File: src/rtl/xm_mem_stage_if.sv
// Data-memory request/response bus between a memory stage and the data memory.
// The stage drives the request side; memory answers with a one-cycle ack pulse.
interface xm_mem_stage_if #(
    parameter int ADDR_W = 32,
    parameter int DATA_W = 32
);
    logic              mem_req;
    logic              mem_we;
    logic [ADDR_W-1:0] mem_addr;
    logic [DATA_W-1:0] mem_wdata;
    logic              mem_ack;
    logic [DATA_W-1:0] mem_rdata;

    modport master (
        output mem_req,
        output mem_we,
        output mem_addr,
        output mem_wdata,
        input  mem_ack,
        input  mem_rdata
    );

    modport slave (
        input  mem_req,
        input  mem_we,
        input  mem_addr,
        input  mem_wdata,
        output mem_ack,
        output mem_rdata
    );
endinterface

File: src/rtl/xm_mem_stage.sv
// Reader end of the execute/memory latch for one lane: ALU pass-through or
// load/store on a variable-latency memory port, stalling upstream meanwhile.
module xm_mem_stage #(
    parameter int DATA_W  = 32,
    parameter int ADDR_W  = 32,
    parameter int REG_W   = 5,
    parameter int TIMEOUT = 16
) (
    input  logic              clock,
    input  logic              ctrl_reset,
    input  logic              xm_valid,
    input  logic              xm_is_load,
    input  logic              xm_is_store,
    input  logic              xm_regwe,
    input  logic [REG_W-1:0]  xm_rd,
    input  logic [DATA_W-1:0] xm_aluout,
    input  logic [DATA_W-1:0] xm_dataB,
    output logic              xm_stall,
    xm_mem_stage_if.master    mem,
    output logic              mw_valid,
    output logic              mw_regwe,
    output logic [REG_W-1:0]  mw_rd,
    output logic [DATA_W-1:0] mw_data,
    output logic              mem_err
);

    typedef enum logic {
        IDLE,
        REQ
    } state_t;

    localparam logic [7:0] TO_LAST = 8'(TIMEOUT - 1);

    state_t            state;
    state_t            state_nx;
    logic              memop;
    logic              req;
    logic              ack;
    logic              timeout_hit;
    logic              cap_load;
    logic              cap_regwe;
    logic [REG_W-1:0]  cap_rd;
    logic [ADDR_W-1:0] cap_addr;
    logic [DATA_W-1:0] cap_wdata;
    logic [7:0]        cnt;

    // A set load flag wins over a set store flag.
    assign memop = xm_valid & (xm_is_load | xm_is_store);

    // Release the latch only in the cycle the access finishes.
    assign xm_stall = memop & ~(ack | timeout_hit);

    assign mem.mem_req   = req;
    assign mem.mem_we    = ~cap_load;
    assign mem.mem_addr  = cap_addr;
    assign mem.mem_wdata = cap_wdata;

    // State register.
    always_ff @(posedge clock) begin
        if (ctrl_reset) state <= IDLE;
        else            state <= state_nx;
    end

    // Next state, request strobe and completion decode.
    always_comb begin
        state_nx    = state;
        req         = 1'b0;
        ack         = 1'b0;
        timeout_hit = 1'b0;
        unique case (state)
            IDLE: begin
                if (memop) state_nx = REQ;
            end
            REQ: begin
                req         = 1'b1;
                ack         = mem.mem_ack;
                timeout_hit = ~mem.mem_ack & (cnt == TO_LAST);
                if (ack | timeout_hit) state_nx = IDLE;
            end
            default: state_nx = IDLE;
        endcase
    end

    // Capture the memory op on entry and count cycles spent waiting.
    always_ff @(posedge clock) begin
        if (ctrl_reset) begin
            cap_load  <= 1'b0;
            cap_regwe <= 1'b0;
            cap_rd    <= '0;
            cap_addr  <= '0;
            cap_wdata <= '0;
            cnt       <= '0;
        end else if (state == IDLE) begin
            if (memop) begin
                cap_load  <= xm_is_load;
                cap_regwe <= xm_regwe;
                cap_rd    <= xm_rd;
                cap_addr  <= xm_aluout[ADDR_W-1:0];
                cap_wdata <= xm_dataB;
                cnt       <= '0;
            end
        end else begin
            cnt <= cnt + 8'd1;
        end
    end

    // Registered writeback packet and sticky timeout flag.
    always_ff @(posedge clock) begin
        if (ctrl_reset) begin
            mw_valid <= 1'b0;
            mw_regwe <= 1'b0;
            mw_rd    <= '0;
            mw_data  <= '0;
            mem_err  <= 1'b0;
        end else begin
            if (state == IDLE) begin
                mw_valid <= xm_valid & ~memop;
                mw_regwe <= xm_valid & ~memop & xm_regwe;
                mw_rd    <= xm_rd;
                mw_data  <= xm_aluout;
            end else begin
                mw_valid <= ack | timeout_hit;
                mw_regwe <= ack & cap_load & cap_regwe;
                mw_rd    <= cap_rd;
                mw_data  <= (ack & cap_load) ? mem.mem_rdata : '0;
            end
            mem_err <= mem_err | timeout_hit;
        end
    end

endmodule
File: src/flat_wrapper.sv
// flat-port wrapper written by rule: the top's interface ports become plain ports
module xm_mem_stage_flat 
#(
    parameter int DATA_W  = 32,
    parameter int ADDR_W  = 32,
    parameter int REG_W   = 5,
    parameter int TIMEOUT = 16
)
  (clock, ctrl_reset, xm_valid, xm_is_load, xm_is_store, xm_regwe, xm_rd, xm_aluout, xm_dataB, xm_stall, mw_valid, mw_regwe, mw_rd, mw_data, mem_err, mem_mem_req, mem_mem_we, mem_mem_addr, mem_mem_wdata, mem_mem_ack, mem_mem_rdata);
  xm_mem_stage_if #(.ADDR_W(ADDR_W), .DATA_W(DATA_W)) mem_i ();
  input  logic clock;
  input  logic ctrl_reset;
  input  logic xm_valid;
  input  logic xm_is_load;
  input  logic xm_is_store;
  input  logic xm_regwe;
  input  logic [REG_W-1:0] xm_rd;
  input  logic [DATA_W-1:0] xm_aluout;
  input  logic [DATA_W-1:0] xm_dataB;
  output logic xm_stall;
  output logic mw_valid;
  output logic mw_regwe;
  output logic [REG_W-1:0] mw_rd;
  output logic [DATA_W-1:0] mw_data;
  output logic mem_err;
  output wire logic [$bits(mem_i.mem_req)-1:0] mem_mem_req;
  output wire logic [$bits(mem_i.mem_we)-1:0] mem_mem_we;
  output wire logic [$bits(mem_i.mem_addr)-1:0] mem_mem_addr;
  output wire logic [$bits(mem_i.mem_wdata)-1:0] mem_mem_wdata;
  input wire logic [$bits(mem_i.mem_ack)-1:0] mem_mem_ack;
  input wire logic [$bits(mem_i.mem_rdata)-1:0] mem_mem_rdata;
  assign mem_mem_req = mem_i.mem_req;
  assign mem_mem_we = mem_i.mem_we;
  assign mem_mem_addr = mem_i.mem_addr;
  assign mem_mem_wdata = mem_i.mem_wdata;
  assign mem_i.mem_ack = mem_mem_ack;
  assign mem_i.mem_rdata = mem_mem_rdata;
  xm_mem_stage #(.DATA_W(DATA_W), .ADDR_W(ADDR_W), .REG_W(REG_W), .TIMEOUT(TIMEOUT)) u_core (.clock(clock), .ctrl_reset(ctrl_reset), .xm_valid(xm_valid), .xm_is_load(xm_is_load), .xm_is_store(xm_is_store), .xm_regwe(xm_regwe), .xm_rd(xm_rd), .xm_aluout(xm_aluout), .xm_dataB(xm_dataB), .xm_stall(xm_stall), .mem(mem_i), .mw_valid(mw_valid), .mw_regwe(mw_regwe), .mw_rd(mw_rd), .mw_data(mw_data), .mem_err(mem_err));
endmodule
File: config.mk
export PLATFORM = sky130hd
export DESIGN_NAME = xm_mem_stage_flat
export DESIGN_NICKNAME = d
export VERILOG_FILES = /design/src/rtl/xm_mem_stage_if.sv /design/src/rtl/xm_mem_stage.sv /design/src/flat_wrapper.sv
export SDC_FILE = /design/constraint.sdc
export NUM_CORES = 1
export LEC_CHECK = 0
export CAP_MARGIN = 25
export CORE_MARGIN = 8
export CORE_UTILIZATION = 45
export CTS_BUF_LIST = sky130_fd_sc_hd__clkbuf_4 sky130_fd_sc_hd__clkbuf_8
export DETAILED_ROUTE_END_ITERATION = 12
export GPL_TIMING_DRIVEN = 0
export PLACE_DENSITY = 0.83
export SYNTH_ARGS = -nofsm -noshare
export SYNTH_HDL_FRONTEND = slang
export SYNTH_SLANG_ARGS = --single-unit
File: constraint.sdc
create_clock -name clock -period 3.42 [get_ports clock]
set_input_delay 0.342 -clock clock [delete_from_list [all_inputs] [get_ports clock]]
set_output_delay 0.342 -clock clock [all_outputs]
set_load 0.005 [all_outputs]
**Yosys cells after proc, flatten, opt, wreduce, memory -nomap -nowiden**

Index checks and enable logic that the tools add are counted.

- Bits in registers: 120
- Bits in latches: 0
- Bits in writable memories: 0
- ROM bits: 0
- Input port bits: 108
- Output and inout port bits: 107
- Word-level logic and storage cells: 45
- Memories kept: 0

- $add $sub $neg: 1
- Multiply operators: 0
- Div/mod/pow operators: 0
- Order comparisons: 0
- Equality and inequality tests: 1
- Shifts and indexed selects: 0
- Multiplexer cells: 13
- Bitwise logic cells: 16
- Reductions and logical operators: 2

Operators with widths:

| kind | number |
|---|---|
| two-way mux 32 bit | 2 |
| two-way mux 8 bit | 2 |
| adder 8 x 1 -> 8 bit, second input constant | 1 |
| equality test 8 x 4 -> 1 bit, second input constant | 1 |
| bitwise AND 1 bit | 7 |
| two-way mux 1 bit | 7 |
| two-way mux 5 bit | 1 |
| NOT 1 bit | 5 |
| OR 1 bit | 4 |
| case mux 1 bit (2 select lines) | 1 |
| AND reduction 2 bit | 1 |
| nonzero test 2 bit | 1 |

**Logic depth before layout (Yosys ltp)**

- Word-level depth: 6
- Mapped depth: 6
- Depth with buffers taken out: 4

**Worst setup path before layout**

Ideal clock, no wire load.

- Path type: reg2out
- From: reg u_core.cnt[0]
- To: out xm_stall
- Arrival: 1.163 ns
- Required time: 3.078 ns
- Slack: 1.915 ns
- Stages on the path, launching flop included: 5
- Buffers on the path: 0
- Path through: dfxtp_1 -> ha_1 -> and3_1 -> and2_1 -> o31ai_1

- Cells in the longest elaborated chain, start to end: 6

RTL lines:

| element | RTL line | RTL |
|---|---|---|
| start, declared | xm_mem_stage.sv:45 | `logic [7:0] cnt;` |
| start signal, assigned | xm_mem_stage.sv:103 | `cnt <= cnt + 8'd1;` |
| equality test 8 x 4 -> 1 bit | xm_mem_stage.sv:77 | `timeout_hit = ~mem.mem_ack & (cnt == TO_LAST);` |
| bitwise AND 1 bit | xm_mem_stage.sv:77 |  |
| two-way mux 1 bit | xm_mem_stage.sv:70 | `unique case (state)` |
| OR 1 bit | xm_mem_stage.sv:51 | `assign xm_stall = memop & ~(ack \| timeout_hit);` |
| NOT 1 bit | xm_mem_stage.sv:51 |  |
| bitwise AND 1 bit | xm_mem_stage.sv:51 |  |
| end, declared | flat_wrapper.sv:20 | `output logic xm_stall;` |

No other way between the ends.

**Worst setup path in the final report**

- From: reg u_core.state
- To: out xm_stall

- Cells in the longest elaborated chain, start to end: 4
- Elaborated cells on any way between the ends: 5
- Classes of those cells: mux: 2; bitwise: 3

RTL lines:

| element | RTL line | RTL |
|---|---|---|
| start, declared | xm_mem_stage.sv:34 | `state_t state;` |
| start signal, assigned | xm_mem_stage.sv:61 | `else state <= state_nx;` |
| two-way mux 1 bit | xm_mem_stage.sv:70 |  |
| OR 1 bit * | xm_mem_stage.sv:51 |  |
| NOT 1 bit * | xm_mem_stage.sv:51 |  |
| bitwise AND 1 bit * | xm_mem_stage.sv:51 |  |

Mark *: on every way between the ends. The rest lies on a longest branch, timed or not.

==> run metrics <==
outcome=finished clean; Max Clk Rate=0.374 GHz; max cap viols=0; Sequential Area=2400 um2; DRC viols=0; vias in the first global route=4985; R2R Setup Slk=1940 ps; Yosys top cell by area=dfxtp_1; RR Startpoint=u_core.state; EDFF count, synth=0; crit path to=xm_stall; Synth Cell Area=4520 um2; syn avg cell area=8.74 um2; post-synthesis register bit count=120; clk sinks=120; Antenna Nets Post-Route=0; largest net degree at the start of global routing=17; CTS clk-pin slew, worst paths=70 ps; first-pass GRT wire length=25.1 mm; clock share of power=0.357; worst-margin pin slew=603 ps; Post-synth top cells=dfxtp_1 (120), a21oi_1 (77), nand3_1 (72), o21ai_0 (72), nor2_1 (42); CORE AREA=9770 um2; Die Y=116 um; Reg2Reg Depth=6; Leak=2.61 nW; final setup fails=0; CP endpoint kind=output pin; fillers=769; DR pass1 iterations=5; DRT iter0 DRCs=282; Tot Pwr=3.26 mW; top_reg_cell synth=dfxtp_1; n_diodes=0; relative slew slack=0.598; gr usage total=0.237; sum of negative setup slack=0 ps; postcts setup bufs=0; Root Buffer=clkbuf_8; Vias/cell=5.48; Layout area overhead=59.1%; Via Count=4908; initial antenna violation count=0; I/O pin count=215; RSZ-0062 raised after global routing=no; H-tree depth=4; combinational power share=0.179; initial core utilization=0.462; Worst Hold Class=flip-flop to flip-flop; WP data required=3080 ps; WL final=16.5 mm; total internal power=2.38 mW; Final Hold Viols=0; die area=13500 um2; Synthesized Nets=626; worst ir drop on vdd=0.324 mV; sequential power share=0.465; PwrDens=453 nW/um2; Data arrival, critical path=2330 ps; Rows=36; count of final max-slew check failures=0; asr flop ratio synth=0; fin crit share=0.781; Port Buf Inserts=214; post-synthesis sequential area ratio=0.532; Final Skew=11.9 ps; crit start category=flip-flop; sw power=0.878 mW; DPL Wire Length=12.7 mm; sw frac=0.270; Num CTS Buffers=17; post-synth top area share=0.532; share of cells above drive strength 1=0.0774; hold buffer count at cts=0; GPL Wtd Cong=0.839; grt total ovfl=0; NumNets Final=859; most common cell in the synthesized netlist=dfxtp_1; CP Class=flip-flop to output pin; CTS tree=built; Post-CTS Resized=0; area occupied by multi-input gates=1850 um2; YS warnings=0; Horiz. Die Dim=116 um; Unique masters post-synth=40; Area contributors post-synth=dfxtp_1 (53%), a21oi_1 (8.5%), nand3_1 (8.0%); worst setup path startpoint=u_core.state; routed length per instance=18.4 um; CTS max path bufs=2; critical path fanouts, max=10; cell count after synthesis=517; clock latency on the worst-skew pair=420 ps; Tmin final=2670 ps; R2R Path End=u_core.cap_rd[4]
## worst min path at each step
stage	from	endpoint	slack (ps)	depth (start not counted)
after floorplan	u_core.mem_err	u_core.mem_err	440	2
after global placement	u_core.mem_err	u_core.mem_err	440	2
after detailed placement	u_core.mem_err	u_core.mem_err	440	2
after CTS	xm_dataB[6]	u_core.mem.mem_wdata[6]	460	3
after global routing	xm_dataB[27]	u_core.mem.mem_wdata[27]	460	3
final	u_core.mem_err	u_core.mem_err	450	2
## final cells by class
| class | instances | share of cell area |
|---|---|---|
| Tap cell | 133 | 0.0232 |
| Multi-Input combinational cell | 339 | 0.257 |
| Clock inverter | 14 | 0.0178 |
| Buffer | 55 | 0.0360 |
| Sequential cell | 120 | 0.334 |
| Inverter | 3 | 0.00157 |
| Timing Repair Buffer | 214 | 0.298 |
| Clock buffer | 17 | 0.0326 |
## critical path, cell delays in order, from the launching register on
cell,delay (ps)
dfxtp_1,320
buf_6,140
inv_2,60
buf_6,150
clkbuf_1,410
nand2_1,140
o31ai_1,100
clkdlybuf4s50_1,590
## layout by cell type (no fill, tap or decap), types with 2 or more instances in the layout
cell and instances:
clkdlybuf4s50_1 214, dfxtp_1 120, a21oi_1 77, nand3_1 72, o21ai_0 72, nor2_1 42
clkbuf_1 33, a22oi_1 33, buf_2 18, clkbuf_8 17, clkinv_4 6, mux2i_1 5
nand2_1 4, clkinv_2 4, nand4_1 3, a211oi_1 3, and3_1 2, buf_6 2
inv_1 2, or3_1 2, mux2_2 2, nor3_1 2, nand2b_1 2, inv_6 2
## stage by stage
step | hold slack [ps] | setup WS, ps | instances | instance area, um2 | utilization
2_1_floorplan | 442 | 1920 | 517 | 4520 | -
3_5_place_dp | 444 | 887 | 864 | 6830 | 0.698
5_1_grt | 461 | 619 | 895 | 7190 | 0.735
3_3_place_gp | 440 | 967 | 864 | 6830 | 0.698
4_1_cts | 457 | 738 | 895 | 7190 | 0.735
6_report | 454 | 748 | 895 | 7190 | 0.735
## state kept, by name, indices dropped and copies added, names as in the netlist
signal	cells
u_core.mw_regwe	1
u_core.mem_err	1
u_core.cnt	8
u_core.cap_regwe	1
u_core.mw_valid	1
u_core.mw_rd	5
u_core.cap_load	1
u_core.cap_rd	5
u_core.state	1
u_core.mw_data	32
u_core.mem.mem_addr	32
u_core.mem.mem_wdata	32
## metal layers
layer | global-route usage | part of all wire | vias up
met4 | 0.0873 | 0.017 | 0
met3 | 0.0993 | 0.11 | 19
li1 | - | - | 2333
met2 | 0.415 | 0.50 | 224
met1 | 0.248 | 0.38 | 2332
met5 | 0 | 0 | -
## kinds of logic (layout without fill, tap and decap cells)
group	Yosys count	in the layout	synth area share
AOI/OAI and AO/OA	192	192	0.236
and+or+nand+nor	138	138	0.151
DFF	120	120	0.532
buffers and inverters	58	303	0.0598
muxes	7	7	0.0161
adders and majority gates	1	1	0.00277
xor gates and xnor gates	1	1	0.00194
## power by group through the flow
stage / sequential, mW / clock (mW) / combinational, mW
floorplan: 1.55 / 0 / 0.208
global placement: 1.54 / 0 / 0.564
detailed placement: 1.54 / 0 / 0.580
CTS: 1.51 / 1.18 / 0.584
global route: 1.52 / 1.24 / 0.629
finish: 1.51 / 1.16 / 0.582
No activity file was read; power rests on OpenSTA's default activity.
==> RTL change: new RTL, same flow settings <==
`REG_W` is set to 5 in 2 places; all go to 10.
--- a/src/rtl/xm_mem_stage.sv
+++ b/src/rtl/xm_mem_stage.sv
@@ -3,7 +3,7 @@
 module xm_mem_stage #(
     parameter int DATA_W  = 32,
     parameter int ADDR_W  = 32,
-    parameter int REG_W   = 5,
+    parameter int REG_W   = 10,
     parameter int TIMEOUT = 16
 ) (
     input  logic              clock,
--- a/src/flat_wrapper.sv
+++ b/src/flat_wrapper.sv
@@ -3,7 +3,7 @@
 #(
     parameter int DATA_W  = 32,
     parameter int ADDR_W  = 32,
-    parameter int REG_W   = 5,
+    parameter int REG_W   = 10,
     parameter int TIMEOUT = 16
 )
   (clock, ctrl_reset, xm_valid, xm_is_load, xm_is_store, xm_regwe, xm_rd, xm_aluout, xm_dataB, xm_stall, mw_valid, mw_regwe, mw_rd, mw_data, mem_err, mem_mem_req, mem_mem_we, mem_mem_addr, mem_mem_wdata, mem_mem_ack, mem_mem_rdata);
Ports: changed (resized mw_rd and xm_rd); port bits go from 215 to 225. The function was not compared with the original's and may differ.
==> RTL change against the unedited design <==
Sequential cell count rose by 10. Cell area grew 7.9%. Synthesized area is 8.5% higher. Routed wire length up 8.9%. Combinational power up 7.9%. Non-clock buffer count is 12 higher. Die area increased by 7.3%. Worst hold slack lost 180 ps. Power rose by 14%. Core utilization down 1.4 points. Worst setup slack better by 110 ps. Critical path type is now primary input to output pin. Critical endpoint unchanged.
==> RTL change: results (changes against the unedited design) <==
INFO  metric status = finished, final reports clean (unchanged)
INFO  metric numPlacedInstances = 916 (was 864)
INFO  metric n_fill_cell = 840 (was 769)
INFO  metric met1_length = 6.858 mm (was 6.187 mm)
INFO  metric num-multi-input-gates = 363 (was 339)
INFO  metric ys_top_cells_by_area = sky130_fd_sc_hd__dfxtp_1 (53%), sky130_fd_sc_hd__a21oi_1 (8.1%), sky130_fd_sc_hd__nand3_1 (7.8%), sky130_fd_sc_hd__o21ai_0 (7.7%), sky130_fd_sc_hd__a22oi_1 (5.2%) (was sky130_fd_sc_hd__dfxtp_1 (53%), sky130_fd_sc_hd__a21oi_1 (8.5%), sky130_fd_sc_hd__nand3_1 (8.0%), sky130_fd_sc_hd__o21ai_0 (8.0%), sky130_fd_sc_hd__a22oi_1 (5.5%))
INFO  metric place_worst_setup_slack = 875.2 ps (was 887.5 ps)
INFO  metric place_hpwl = 13.52 mm (was 12.69 mm)
INFO  metric hp-class = primary input to register (was register to register)
INFO  metric clkbuf_count = 18 (was 17)
INFO  metric final_cell_area = 7752 µm² (was 7188 µm²)
INFO  metric clock_cell_area_share = 0.05713 (was 0.05030)
INFO  metric met3WireLength = 1.764 mm (was 1.804 mm)
INFO  metric n_tap_cell = 140 (was 133)
INFO  metric power_leakage = 2.819 nW (was 2.605 nW)
INFO  metric place_area = 7310 µm² (was 6827 µm²)
INFO  metric timing.critical_path.arrival = 2220 ps (was 2330 ps)
INFO  metric ys_seq_elements = 130 (was 120)
INFO  metric final.hold.worst_slack = 277.6 ps (was 453.8 ps)
INFO  metric area.share.sequential = 0.3357 (was 0.3342)
INFO  metric final.signal_buffer_count = 281 (was 269)
INFO  metric amount_of_wire_on_met2_after_detailed_routing = 8.834 mm (was 8.201 mm)
INFO  metric ff2ff_setup_slack = 1910 ps (was 1940 ps)
INFO  metric num-nets-final = 909 (was 859)
INFO  metric worstHoldPathCells = 3 (was 2)
INFO  metric grt_pass1_wl = 27.99 mm (was 25.10 mm)
INFO  metric ratio_of_cells_with_drive_above_1_in_the_final_layout = 0.08663 (was 0.07743)
INFO  metric peakVddDrop = 0.0003420 V (was 0.0003242 V)
INFO  metric worst-r2r-cell-count = 5 (was 6)
INFO  metric worstHoldEndpoint = u_core.cnt[5] (was u_core.mem_err)
INFO  metric hold_path.startpoint = ctrl_reset (was u_core.mem_err)
INFO  metric via_density_per_instance = 5.584 (was 5.484)
INFO  metric number_of_global_route_vias_before_repair = 5332 (was 4985)
INFO  metric syn_inst = 553 (was 517)
INFO  metric synth.distinct_cells = 37 (was 40)
INFO  metric max_slew.worst_pin.slew = 508.9 ps (was 602.7 ps)
INFO  metric place.port_buffers = 223 (was 214)
INFO  metric globalplace.congestion = 0.8829 (was 0.8389)
INFO  metric reg2reg_to = u_core.cnt[7] (was u_core.cap_rd[4])
==> RTL change: layer usage <==
layer	track usage	vias up
met2	0.4199	259
met5	0	-
met1	0.2571	2533
li1	-	2465
met4	0.09758	0
met3	0.09184	37
==> RTL change: worst max-delay path by stage <==
| stage | from | end | slack (ps) |
|---|---|---|---|
| detailed placement | xm_valid | xm_stall | 880 |
| global route | xm_valid | xm_stall | 750 |
| finish | xm_is_load | xm_stall | 860 |
| global placement | xm_is_load | xm_stall | 880 |
| CTS | xm_valid | xm_stall | 860 |
| floorplan | u_core.cnt[0] | xm_stall | 1980 |
==> RTL change: cells by family (layout without fill, tap and decap cells) <==
group,count (synthesis),count (layout),share of synthesized area
compound gates,197,197,0.2254
simple gates,150,150,0.1447
flops,130,130,0.5309
buf+inv,60,315,0.06636
mux,12,12,0.02476
xor+xnor,3,3,0.005361
fa+ha+maj,1,1,0.002552
==> RTL change: power by group <==
group	switching, mW	internal [mW]
logic	0.278	0.351
registers	0.0379	1.60
clock network	0.638	0.814
